===== src/rtl/rob_commit.sv =====
// rob_commit: reorder buffer on the receiving side of the FXU completion path.
// Entries are allocated in program order at dispatch. Writebacks may arrive
// out of order and are captured by index. Completed entries retire in order
// to the register file, at most one per cycle, through registered outputs.
module rob_commit #(
  parameter int DEPTH  = 16,
  parameter int IDX_W  = 4,
  parameter int DATA_W = 16,
  parameter int REG_W  = 4
) (
  input  logic              clk,
  input  logic              rst,
  input  logic              alloc_valid,
  input  logic [REG_W-1:0]  alloc_reg,
  output logic              alloc_ready,
  output logic [IDX_W-1:0]  alloc_index,
  input  logic              wb_valid,
  input  logic [IDX_W-1:0]  wb_index,
  input  logic [DATA_W-1:0] wb_value,
  input  logic              flush,
  output logic              commit_valid,
  output logic [REG_W-1:0]  commit_reg,
  output logic [DATA_W-1:0] commit_value,
  output logic [IDX_W:0]    count,
  output logic              wb_err
);

  localparam logic [IDX_W:0]   CNT_FULL = (IDX_W+1)'(DEPTH);
  localparam logic [IDX_W-1:0] IDX_ONE  = IDX_W'(1);

  // Pointer / occupancy state
  logic [IDX_W-1:0]  head_reg, tail_reg;
  logic [IDX_W:0]    count_reg, count_next;

  // Per-entry status flags (reset) and payload storage (not reset)
  logic [DEPTH-1:0]  busy_reg, busy_next;
  logic [DEPTH-1:0]  done_reg, done_next;
  logic [REG_W-1:0]  reg_mem [DEPTH];
  logic [DATA_W-1:0] val_mem [DEPTH];

  // Registered commit outputs and sticky error
  logic              commit_valid_reg;
  logic [REG_W-1:0]  commit_reg_reg;
  logic [DATA_W-1:0] commit_value_reg;
  logic              wb_err_reg;

  // Event qualifiers for this edge; a flush suppresses every other event
  logic do_alloc, do_retire, do_wb, wb_legal, wb_bad;

  // Readiness depends only on the current occupancy, so a full buffer cannot
  // reuse the slot that a same-edge retirement frees.
  assign alloc_ready = (count_reg != CNT_FULL);
  assign alloc_index = tail_reg;

  assign do_alloc  = alloc_valid && alloc_ready && !flush;
  // Retirement looks only at registered done flags: a writeback landing on the
  // head this edge becomes visible for retirement on the following edge.
  assign do_retire = (count_reg != '0) && busy_reg[head_reg] && done_reg[head_reg] && !flush;
  assign wb_legal  = busy_reg[wb_index] && !done_reg[wb_index];
  assign do_wb     = wb_valid && wb_legal && !flush;
  assign wb_bad    = wb_valid && !wb_legal && !flush;

  // Occupancy follows the alloc/retire pair; both together leave it unchanged
  always_comb begin
    count_next = count_reg;
    case ({do_alloc, do_retire})
      2'b10:   count_next = count_reg + 1'b1;
      2'b01:   count_next = count_reg - 1'b1;
      default: count_next = count_reg;
    endcase
  end

  // Next-state flags per entry. Retire (head) and allocate (tail) never hit the
  // same entry, and a legal writeback never targets a free or done entry.
  for (genvar gi = 0; gi < DEPTH; gi++) begin : g_entry
    localparam logic [IDX_W-1:0] ENTRY = IDX_W'(gi);
    logic hit_retire, hit_alloc, hit_wb;
    assign hit_retire = do_retire && (head_reg == ENTRY);
    assign hit_alloc  = do_alloc  && (tail_reg == ENTRY);
    assign hit_wb     = do_wb     && (wb_index == ENTRY);
    assign busy_next[gi] = hit_retire ? 1'b0 :
                           hit_alloc  ? 1'b1 : busy_reg[gi];
    assign done_next[gi] = hit_retire ? 1'b0 :
                           hit_alloc  ? 1'b0 :
                           hit_wb     ? 1'b1 : done_reg[gi];
  end

  // Pointers, occupancy and status flags
  always_ff @(posedge clk or posedge rst) begin
    if (rst) begin
      head_reg  <= '0;
      tail_reg  <= '0;
      count_reg <= '0;
      busy_reg  <= '0;
      done_reg  <= '0;
    end else if (flush) begin
      head_reg  <= '0;
      tail_reg  <= '0;
      count_reg <= '0;
      busy_reg  <= '0;
      done_reg  <= '0;
    end else begin
      if (do_retire) head_reg <= head_reg + IDX_ONE;
      if (do_alloc)  tail_reg <= tail_reg + IDX_ONE;
      count_reg <= count_next;
      busy_reg  <= busy_next;
      done_reg  <= done_next;
    end
  end

  // Payload storage: destination captured at allocation, value at writeback
  always_ff @(posedge clk) begin
    if (do_alloc) reg_mem[tail_reg] <= alloc_reg;
    if (do_wb)    val_mem[wb_index] <= wb_value;
  end

  // Registered retirement port; data holds its last value between commits
  always_ff @(posedge clk or posedge rst) begin
    if (rst) begin
      commit_valid_reg <= 1'b0;
      commit_reg_reg   <= '0;
      commit_value_reg <= '0;
    end else if (do_retire) begin
      commit_valid_reg <= 1'b1;
      commit_reg_reg   <= reg_mem[head_reg];
      commit_value_reg <= val_mem[head_reg];
    end else begin
      commit_valid_reg <= 1'b0;
    end
  end

  // Sticky flag for writebacks to free or already-completed entries
  always_ff @(posedge clk or posedge rst) begin
    if (rst) begin
      wb_err_reg <= 1'b0;
    end else if (wb_bad) begin
      wb_err_reg <= 1'b1;
    end
  end

  assign commit_valid = commit_valid_reg;
  assign commit_reg   = commit_reg_reg;
  assign commit_value = commit_value_reg;
  assign count        = count_reg;
  assign wb_err       = wb_err_reg;

endmodule


===== config.mk =====
export PLATFORM = sky130hd
export DESIGN_NAME = rob_commit
export DESIGN_NICKNAME = d
export VERILOG_FILES = /design/src/rtl/rob_commit.sv
export SDC_FILE = /design/constraint.sdc
export NUM_CORES = 1
export LEC_CHECK = 0
export CAP_MARGIN = 20
export CORE_MARGIN = 2
export CORE_UTILIZATION = 46
export CTS_CLUSTER_DIAMETER = 150
export DETAILED_ROUTE_END_ITERATION = 7
export GPL_TIMING_DRIVEN = 0
export PLACE_DENSITY = 0.61
export SYNTH_ARGS = -nofsm -noshare
export SYNTH_HDL_FRONTEND = slang
export SYNTH_SLANG_ARGS = --single-unit

===== constraint.sdc =====
create_clock -name clk -period 3.7 [get_ports clk]
set_clock_uncertainty 0.05 [all_clocks]
set_input_delay 0.555 -clock clk [delete_from_list [all_inputs] [get_ports clk]]
set_output_delay 0.555 -clock clk [all_outputs]
set_load 0.005 [all_outputs]

==> results by group <==
Status
  – Status: complete, no violations

Detailed routing
  – Iter 0 DRT Violations: 933
  – TritonRoute pass-1 iters: 5
  – Antenna viol nets, final: 0
  – Routed WL per cell: 27.1 µm
  – Residual DRC: 0
  – Vias: 8,401
  – Total Wirelength: 38,400 µm
  – Vias per inst: 5.92

Finish
  – Final non-filler cell total: 1,418
  – Most flops, register: val_mem
  – Share of cells above drive strength 1: 27.6%
  – Final design utilization: 55.7%
  – Max reg flops: 256
  – Regs by FF count: val_mem: 256 flops, reg_mem: 64 flops
  – N_diodes: 0
  – Fillers: 2,623
  – Final nets: 981
  – Area Overhead vs Synth: 18.9%

Placement
  – Routability cong.: 0.869
  – HPWL Detailed: 25,100 µm
  – Pre-CTS setup slack: -0.270 ns
  – Placed instance count: 1,339
  – PortBufs: 57

Floorplan
  – Die Width: 189 µm
  – Top-Level Pins: 61
  – Initial Utilization: 46.8%
  – Die height: 189 µm
  – Core box area: 33,700 µm²
  – Total Die Area: 35,800 µm²
  – Num rows: 67

Critical path
  – CP required: 4.07 ns
  – CP endpoint kind: flop
  – Crit path max fanout: 10
  – CP arrival: 3.88 ns
  – Worst setup SP type: flop
  – R2R Setup Slk: 0.20 ns
  – Critical path class: flop to flop

Min path
  – Worst min path class: primary input to asynchronous set/reset pin

Global routing
  – Initial antenna violation count: 0
  – GRT Overall Usage: 22.0%
  – Number of global-route vias before repair: 8,472
  – Largest net degree at the start of global routing: 40
  – Congestion Overflow GR: 0
  – Global-route wire length before repair: 56,600 µm

STA
  – Hold WS: 0.352 ns
  – Setup TNS: 0 ns
  – Hold Vio Cnt, Final: 0
  – Setup violators final: 0
  – Crit path time final: 3.50 ns
  – Peak Freq: 286 MHz
  – Final period utilization: 94.7%
  – Worst-margin pin slew: 1.07 ns
  – Relative slew slack: 28.5%
  – Setup slack after layout: 0.198 ns
  – Max-slew violations: 0
  – RSZ-0062 raised after global routing: false

Clocking
  – CTS Buffer Depth: 3
  – CTS buffer count: 41
  – CTS tree: yes
  – Clk sinks: 387
  – Clk slew on worst S/H paths: 0.06 ns
  – Clock Tree Root: clkbuf_16
  – H-tree depth: 2
  – Worst skew pair latency: 0.54 ns

Yosys
  – Post-synth net total: 851
  – Syn Area/Cell: 19.5 µm²
  – Top post-synthesis cells by area: edfxtp_1 61%, mux4_2 16%, dfrtp_1 11%, mux2_2 1.5%, nor2_1 0.98%
  – Commonest cells post-synth: 320 x edfxtp_1, 109 x mux4_2, 67 x dfrtp_1, 41 x nor2_1, 21 x mux2_2
  – Synthesized instance count: 810
  – Synth unique cells: 49
  – YS warnings: 0
  – Synth async-reset ratio: 17.3%
  – Post-Syn Area: 15,800 µm²
  – Most instantiated library cell after synthesis: edfxtp_1
  – Area leader, netlist: edfxtp_1
  – Register area share after synthesis: 71.5%
  – Synth Register Bits: 387
  – EDFF count, synth: 320
  – Top-area cell type share of the netlist area: 60.9%
  – Ys flop type: edfxtp_1

Flow run
  – Max-cap violations: 0

Power
  – Clock network fraction of total power: 45.0%
  – Leakage: 0.00621 µW
  – Flop pwr share: 52.7%
  – P_int: 7230 µW
  – Logic pwr share: 2.3%
  – Switching Fraction: 19.8%
  – Pwr/cell area: 480 nW/µm²
  – Net switching power: 1780 µW
  – VDD IR max: 0.349 mV
[layout by cell type, fill, tap and decap left out, drive strengths merged, types with 15 or more instances in the layout]
master           n
buf             51
dfrtp           67
nor2            41
mux4           109
mux2            21
nand3           15
clkdlybuf4s50   57
edfxtp         320
clkbuf          77
nor3b           16
nand2           19
[power by group through the flow]
stage | registers (µW) | clock network [µW] | logic (µW)
6_report | 4750 | 4060 | 205
5_1_grt | 4750 | 4290 | 226
4_1_cts | 4750 | 4130 | 204
3_5_place_dp | 4840 | 0 | 203
3_3_place_gp | 4840 | 0 | 192
2_1_floorplan | 4830 | 0 | 74.9
[logic make-up after synthesis]
| family | share of synthesized area, % |
|---|---|
| multiplexers | 17.2 |
| buffers and inverters | 1.71 |
| XOR/XNOR | 0.388 |
| flip-flops | 71.5 |
| AND/OR/NAND/NOR | 5.17 |
| AO/OA/AOI/OAI | 2.97 |
| adder cells (fa/ha/maj) | 0.999 |
[cell type report]
cell class / count / area, µm² / area share, %
buffer: 41 / 228 / 1.21
clock buffer: 56 / 1130 / 6.04
clock inverter: 17 / 191 / 1.02
inverter: 15 / 58.8 / 0.313
multi-input combinational: 366 / 4370 / 23.3
sequential: 387 / 11300 / 60.1
tap: 448 / 561 / 2.99
timing repair buffer: 88 / 942 / 5.02
[worst paths after layout]
kind | start | end | cells after the start
setup / recovery | head_reg[0]$_DFFE_PP0P_ | count[4]$_DFFE_PP0P_ | 16
hold / removal | rst | busy_reg[9]$_DFFE_PP0P_ | 2
setup reg to reg | head_reg[0]$_DFFE_PP0P_ | count[4]$_DFFE_PP0P_ | 16
hold reg to reg | wb_err$_DFFE_PP0P_ | wb_err$_DFFE_PP0P_ | 1
max in group asynchronous | rst | commit_value[6]$_DFFE_PP0P_ | 3
min in group clk | wb_err$_DFFE_PP0P_ | wb_err$_DFFE_PP0P_ | 1
[layer usage]
layer / up-vias / track usage [%] / share of wire (%)
met4: 0 / 5.90 / 1.7
met3: 53 / 4.04 / 6.2
li1: 3570 / - / -
met2: 298 / 34.5 / 48
met1: 4480 / 32.2 / 44
met5: - / 0 / 0
[critical path, stage by stage (launching register included)]
cell and delay, ns:
dfrtp_2 0.45, buf_12 0.15, mux4_2 0.51, a22oi_2 0.26, and2_4 0.23, nor4_4 0.05, buf_4 0.19, buf_8 0.17
nand2_1 0.12, inv_1 0.10, ha_1 0.33, nor2b_1 0.15, o21a_1 0.16, o21ai_1 0.08, and3_1 0.22, o21bai_1 0.13
nand2_1 0.06
[repair_timing]
action,4_1_cts,5_1_grt
hold buffers,0,0
setup endpoints to repair,2,2
cloned,0,1
buffers inserted,2,2
pin swaps,1,2
gates resized for setup,2,16
[metrics by stage]
| stage | power (µW) | area (µm²) |
|---|---|---|
| floorplan | 4910 | 15800 |
| global placement | 5030 | 16900 |
| detailed placement | 5040 | 17300 |
| CTS | 9080 | 18600 |
| global route | 9270 | 18800 |
| finish | 9010 | 18800 |
Note: power is estimated with default switching activity, not from simulation.
